`src/rtl/bmp_stream_loader.sv`:
```
// Streams a BMP image from ROM to RAM one byte per cycle,
// applying a per-pixel transform after the header.
module bmp_stream_loader #(
  parameter int BYTE_WIDTH = 8,
  parameter int ADDR_WIDTH = 20,
  parameter int TOTAL_SIZE = 786486,
  parameter int RAM_BASE   = 1
) (
  input  logic                  clk,
  input  logic                  rst,
  input  logic                  in_valid,
  input  logic [1:0]            mode,
  input  logic [BYTE_WIDTH-1:0] ROM_out,
  output logic                  ROM_ren,
  output logic [ADDR_WIDTH-1:0] ROM_addr,
  output logic                  RAM_wen,
  output logic [BYTE_WIDTH-1:0] RAM_in,
  output logic [ADDR_WIDTH-1:0] RAM_addr,
  output logic                  busy,
  output logic                  done,
  output logic                  err
);

  localparam int PW = 4 * BYTE_WIDTH;
  localparam int CW = PW + ADDR_WIDTH;
  localparam logic [ADDR_WIDTH-1:0] LAST = ADDR_WIDTH'(TOTAL_SIZE - 1);
  localparam logic [ADDR_WIDTH-1:0] BASE = ADDR_WIDTH'(RAM_BASE);
  localparam logic [ADDR_WIDTH-1:0] OFF_LO = ADDR_WIDTH'(10);
  localparam logic [ADDR_WIDTH-1:0] OFF_HI = ADDR_WIDTH'(13);
  localparam logic [CW-1:0] HDR = CW'(14);
  localparam logic [CW-1:0] SIZE = CW'(TOTAL_SIZE);

  typedef enum logic [1:0] {
    IDLE,
    READ,
    DRAIN,
    DONE
  } state_t;

  state_t state_q;
  state_t state_d;

  logic                  armed_q;
  logic [1:0]            mode_q;
  logic [ADDR_WIDTH-1:0] rd_addr_q;
  logic [ADDR_WIDTH-1:0] wr_idx_q;
  logic                  wr_valid_q;
  logic [PW-1:0]         pix_off_q;
  logic                  err_q;

  logic                  start;
  logic                  cap_en;
  logic [1:0]            cap_sel;
  logic [PW-1:0]         off_full;
  logic                  off_bad;
  logic                  is_pix;
  logic [BYTE_WIDTH-1:0] wdata;

  assign start = (state_q == IDLE) && in_valid && armed_q;

  always_comb begin
    state_d = state_q;
    unique case (state_q)
      IDLE:    if (start) state_d = READ;
      READ:    if (rd_addr_q == LAST) state_d = DRAIN;
      DRAIN:   state_d = DONE;
      DONE:    state_d = IDLE;
      default: state_d = IDLE;
    endcase
  end

  always_ff @(posedge clk) begin
    if (rst) state_q <= IDLE;
    else     state_q <= state_d;
  end

  // Header offset bytes 10..13 arrive on the write side, little-endian.
  assign cap_en  = wr_valid_q && (wr_idx_q >= OFF_LO) &&
                   (wr_idx_q <= OFF_HI);
  assign cap_sel = 2'(wr_idx_q - OFF_LO);
  assign off_full = {ROM_out, pix_off_q[3*BYTE_WIDTH-1:0]};
  assign off_bad  = (CW'(off_full) < HDR) || (CW'(off_full) >= SIZE);

  always_ff @(posedge clk) begin
    if (rst) begin
      armed_q    <= 1'b1;
      mode_q     <= 2'b00;
      rd_addr_q  <= '0;
      wr_idx_q   <= '0;
      wr_valid_q <= 1'b0;
      pix_off_q  <= '0;
      err_q      <= 1'b0;
    end else begin
      wr_valid_q <= (state_q == READ);
      wr_idx_q   <= rd_addr_q;
      if (state_q == IDLE && !in_valid) armed_q <= 1'b1;
      else if (state_q == DRAIN)        armed_q <= 1'b0;
      if (start) begin
        mode_q    <= mode;
        err_q     <= 1'b0;
        rd_addr_q <= '0;
      end else if (state_q == READ) begin
        rd_addr_q <= rd_addr_q + 1'b1;
      end
      for (int k = 0; k < 4; k++) begin
        if (cap_en && cap_sel == 2'(k))
          pix_off_q[k*BYTE_WIDTH +: BYTE_WIDTH] <= ROM_out;
      end
      if (wr_valid_q && wr_idx_q == OFF_HI) err_q <= off_bad;
    end
  end

  // err_q is settled before byte 14, so a bad offset disables the transform.
  assign is_pix = (CW'(wr_idx_q) >= HDR) && !err_q &&
                  (CW'(wr_idx_q) >= CW'(pix_off_q));

  always_comb begin
    wdata = ROM_out;
    if (is_pix) begin
      unique case (1'b1)
        (mode_q == 2'b01): wdata = ~ROM_out;
        (mode_q == 2'b10): wdata = '0;
        default:           wdata = ROM_out;
      endcase
    end
  end

  assign ROM_ren  = (state_q == READ);
  assign ROM_addr = ROM_ren ? rd_addr_q : '0;
  assign RAM_wen  = wr_valid_q;
  assign RAM_addr = wr_valid_q ? wr_idx_q + BASE : '0;
  assign RAM_in   = wr_valid_q ? wdata : '0;
  assign busy     = (state_q == READ) || (state_q == DRAIN);
  assign done     = (state_q == DONE);
  assign err      = err_q;

endmodule
```
`config.mk`:
```
export PLATFORM = sky130hd
export DESIGN_NAME = bmp_stream_loader
export DESIGN_NICKNAME = d
export VERILOG_FILES = /design/src/rtl/bmp_stream_loader.sv
export SDC_FILE = /design/constraint.sdc
export NUM_CORES = 1
export LEC_CHECK = 0
export BUFFER_PORTS_ARGS = -buffer_cell sky130_fd_sc_hd__buf_2
export CORE_MARGIN = 2
export CORE_UTILIZATION = 57
export CTS_CLUSTER_SIZE = 30
export DETAILED_ROUTE_END_ITERATION = 10
export PLACE_DENSITY = 0.83
export REMOVE_ABC_BUFFERS = 1
export SETUP_SLACK_MARGIN = 0.2
export SLEW_MARGIN = 20
export SYNTH_ARGS = -nofsm -noshare
export SYNTH_HDL_FRONTEND = slang
export SYNTH_SLANG_ARGS = --single-unit
```
`constraint.sdc`:
```
create_clock -name clk -period 2.85 [get_ports clk]
set_input_delay 0.285 -clock clk [delete_from_list [all_inputs] [get_ports clk]]
set_output_delay 0.285 -clock clk [all_outputs]
set_load 0.01 [all_outputs]
```
Word level (Yosys, flattened, before mapping)
Index checks and enable logic that the tools add are counted.
{"block": "classes", "addsub": 3, "order_cmp": 6, "eq_ne": 12, "mux": 10, "bitwise": 1, "reduce_logical": 22}
{"op": "$add A20 B1 Y20 const B", "n": 2}
{"op": "$ge A20 B4 Y1 const B", "n": 2}
{"op": "$mux W20", "n": 2}
{"op": "$ge A20 B32 Y1", "n": 1}
{"op": "$ge A32 B20 Y1 const B", "n": 1}
{"op": "$lt A32 B4 Y1 const B", "n": 1}
{"op": "$eq A20 B20 Y1 const B", "n": 1}
{"op": "$eq A20 B4 Y1 const B", "n": 1}
{"op": "$le A20 B4 Y1 const B", "n": 1}
{"op": "$mux W8", "n": 2}
{"op": "$pmux W8 S2", "n": 1}
{"op": "$logic_and A1 B1 Y1", "n": 12}
{"op": "$eq A2 B2 Y1 const B", "n": 5}
{"op": "$not A8 Y8", "n": 1}
{"op": "$pmux W2 S4", "n": 1}
{"op": "$eq A2 B1 Y1 const B", "n": 3}
{"op": "$logic_not A2 Y1", "n": 2}
{"op": "$mux W2", "n": 2}
{"op": "$reduce_or A2 Y1", "n": 2}
{"op": "$logic_not A1 Y1", "n": 2}
{"op": "$logic_or A1 B1 Y1", "n": 2}
{"op": "$mux W1", "n": 2}
{"op": "$ne A2 B1 Y1 const B", "n": 1}
{"op": "$ne A2 B2 Y1 const B", "n": 1}
{"op": "other kinds (3)", "n": 3}
{"block": "totals", "reg_bits": 79, "input_bits": 13}

Longest topological paths before layout
{"block": "logic_depth", "ltp_word": 5, "depth_mapped": 9}

Least setup slack after synthesis
Ideal clock, no wire load.
{"block": "synth_path", "path_type": "register -> output", "startpoint": "register pix_off_q[19]", "endpoint": "output port RAM_in[0]", "t_arrival_ps": 1946, "required_ps": 2565, "path_slack_ps": 619, "path_stages_with_launch": 8, "path_buffers": 0, "cell_sequence": "dfxtp_1 -> inv_1 -> ha_1 -> o21ai_0 -> o21ba_2 -> a221o_1 -> a311o_1 -> mux2i_1"}
{"block": "synth_between", "elab_chain_cells": 4}
{"item": "start: declaration", "line": "48", "rtl": "logic [PW-1:0] pix_off_q;"}
{"item": "start signal: indexed assignment", "line": "107", "rtl": "pix_off_q[k*BYTE_WIDTH +: BYTE_WIDTH] <= ROM_out;"}
{"item": "$ge A20 B32 Y1", "line": "115", "rtl": "(CW'(wr_idx_q) >= CW'(pix_off_q));"}
{"item": "$logic_and A1 B1 Y1", "line": "114", "rtl": "assign is_pix = (CW'(wr_idx_q) >= HDR) && !err_q &&"}
{"item": "$mux W8", "line": "119", "rtl": "if (is_pix) begin"}
{"item": "$mux W8", "line": "132", "rtl": "assign RAM_in = wr_valid_q ? wdata : '0;"}
{"item": "end: declaration", "line": "17", "rtl": "output logic [BYTE_WIDTH-1:0] RAM_in,"}
No other way between the ends.

Final worst setup path
{"block": "layout_path", "startpoint": "register pix_off_q[18]", "endpoint": "output port RAM_in[4]"}
The elaborated chain is that of the path after synthesis.

==> run metrics <==
Syn Inst Count between 500 and 600; commonest cells after routing, fill and taps aside nor2_1, buf_2, dfxtp_1; fin crit share 98.17%; drc violations 0; RSZ-0062 raised after global routing true; Reg area 1608 um^2; CORE AREA approximately 7300 um^2; largest net degree at the start of global routing 60; Power Density roughly 510 nW/um^2; register area share after synthesis between 30% and 40%; final WL between 10 and 15 mm; Worst setup SP type flip-flop; port buffer count 65; Peak VDD IR about 0.00048 V; reg-to-reg endpoint state_q[1]$_SDFFE_PP0P_; area post-placement 4746 um^2; post-DR vias/cell approximately 6.0; CTS tree yes; minimum clock period between 2 and 3 ns; Primary FF master, synth dfxtp_1; Critical Path End RAM_in[4]; fin area 5259 um^2; Yosys cell types 42; wire per inst roughly 17 um; vias in the first global route approximately 3,700; chip height between 90 and 100 um; initial drt markers 459; Die ar. 8313 um^2; Crit. End Element primary output; r2r worst-path depth 5; Routed Antenna Nets 0; Clk pin slew, worst setup/hold paths roughly 0.09 ns; outcome complete, no violations; async set-or-reset flop fraction in the synthesized netlist 0%; area of the multi-input gates roughly 2700 um^2; first-pass GRT wire length 17.16 mm; Starting Density 59.40%; hold_buf cts 0; Slew Limit Headroom between 40% and 50%; mapped cell area 4332 um^2; final cell count without fillers between 600 and 700; warnings from Yosys 0; IO Pins between 60 and 70; worst skew pair latency ~0.37 ns; R2R setup slack 0.52 ns; HPWL after DPL ~7.7 mm; Design Power around 2.7 mW; crit-path max FO 8; clock sink total 79; final worst slack roughly 0.052 ns; fin nets 630; Hold WC Path Type input pin to flip-flop; Post-Syn Area per Cell roughly 8.4 um^2; Total Routing Usage GR about a quarter; FF-to-FF Start rd_addr_q[3]$_SDFFE_PP0P_; critical path data arrival time 2.51 ns; Root Driver clkbuf_8; Final Hold Fails 0; P_leak roughly 2.3 nW; Detailed Routing Iterations Pass 1 6; num rows 31; initial antenna violation count 0; critical path class flip-flop to primary output; Least-Margin Pin Slew around 0.8 ns; layout cells sized above 1 about a quarter; die width 91.18 um; Filler cells 526; Area Overhead vs Synth 21.40%; commonest non-fill, non-tap cell in the layout nor2_1; CTS Buf Count 9; Synth Register Bits 79; clk buf depth 2; CP startpoint pix_off_q[18]$_SDFFE_PP0P_; diode count 0; H-tree Lvls 3; DR vias just over 4,000; Critical Path RT 2.57 ns; RD Place Congestion between 0.8 and 0.9; setup violators final 0; post-placement setup slack 0.3831 ns; Worst Skew ~0.016 ns; Placed Cells approximately 660; Max Fclk 357.4 MHz; Overflow after GRT 0; maxcap violations 0; Post-synth EDFFs 0; Slew Limit Fails 0
-- kinds of logic (layout without fill, tap and decap cells) --
logic type               count (synthesis)  after routing  share of synthesized area [%]
flip-flops                              79             79                          36.51
buffers and inverters                   56            132                          4.881
adder cells (fa/ha/maj)                 32             32                          9.243
XOR/XNOR                                29             29                          5.864
AO/OA/AOI/OAI                           53             53                          7.626
multiplexers                            42             42                          9.705
AND/OR/NAND/NOR                        223            223                          26.17
-- critical path, stage by stage, from the launching register on --
cell,delay [ns]
dfxtp_2,0.35
inv_2,0.06
ha_4,0.28
o21ai_2,0.06
o21ba_2,0.24
a221o_1,0.38
a311o_2,0.46
mux2i_1,0.16
buf_2,0.16
-- cells in the mapped netlist, types with 2 or more instances --
master / number / area share (%)
a211oi_1: 5 / 0.87
a21oi_1: 21 / 2.4
a32oi_1: 2 / 0.40
and2_1: 20 / 2.9
and4_1: 5 / 1.0
clkbuf_1: 18 / 1.6
dfxtp_1: 79 / 37
ha_1: 32 / 9.2
inv_1: 37 / 3.2
mux2i_1: 42 / 9.7
nand2_1: 27 / 2.3
nand3_1: 17 / 2.0
nand4_1: 13 / 1.9
nor2_1: 77 / 6.7
nor2b_1: 17 / 2.5
nor3_1: 10 / 1.2
nor4_1: 16 / 2.3
o21ai_0: 14 / 1.6
or3_1: 11 / 1.6
or4_1: 2 / 0.35
xnor2_1: 14 / 2.8
xor2_1: 15 / 3.0
-- state kept, by name (all words and copies together), names as in the netlist --
register / flops
state_q: 2
armed_q: 1
mode_q: 2
RAM_wen: 1
rd_addr_q: 20
pix_off_q: 32
err: 1
wr_idx_q: 20
-- per-stage QoR --
step / TNS [ns] / hold slack (ns) / utilization (%)
after floorplan: 0 / 0.3517 / -
after global placement: 0 / 0.4773 / 65.08
after detailed placement: 0 / 0.4948 / 65.08
after CTS: 0 / 0.1434 / 69.03
after global routing: -0.2446 / 0.1704 / 72.12
final: 0 / 0.1449 / 72.12
-- routing by layer --
layer	share of wire, %	track usage (%)	routed length (um)
met1	40	33.26	4820
met2	50	42.04	5895
met3	6.6	2.905	782
met4	3.4	11.74	405
met5	0	0	0
-- worst min-delay path by stage --
stage | start | end | slack, ns | cells after the start
2_1_floorplan | rst | wr_idx_q[15]$_SDFF_PP0_ | 0.35 | 1
3_3_place_gp | pix_off_q[31]$_SDFFE_PP0P_ | pix_off_q[31]$_SDFFE_PP0P_ | 0.48 | 2
4_1_cts | in_valid | armed_q$_SDFFE_PP1P_ | 0.14 | 2
5_1_grt | in_valid | armed_q$_SDFFE_PP1P_ | 0.17 | 2
6_report | in_valid | armed_q$_SDFFE_PP1P_ | 0.14 | 2
3_5_place_dp | mode_q[0]$_SDFFE_PP0P_ | mode_q[0]$_SDFFE_PP0P_ | 0.49 | 2
-- timing repair --
action	4_1_cts	5_1_grt
setup buffers	3	6
resized for setup	20	40
pin swaps	6	10
endpoints found under the setup margin	8	12
-- final cells by class --
class | instances | share of cell area (%)
sequential | 79 | 30.57
clock inverter | 6 | 1.618
multi-input combinational | 379 | 52.20
timing repair buffer | 79 | 8.185
tap | 99 | 2.355
clock buffer | 10 | 2.427
inverter | 37 | 2.641
-- power breakdown --
part	internal [mW]	switching, mW
sequential	1.15	0.0625
combinational	0.230	0.346
clock	0.490	0.416
Power figures use the tool's default switching activity.
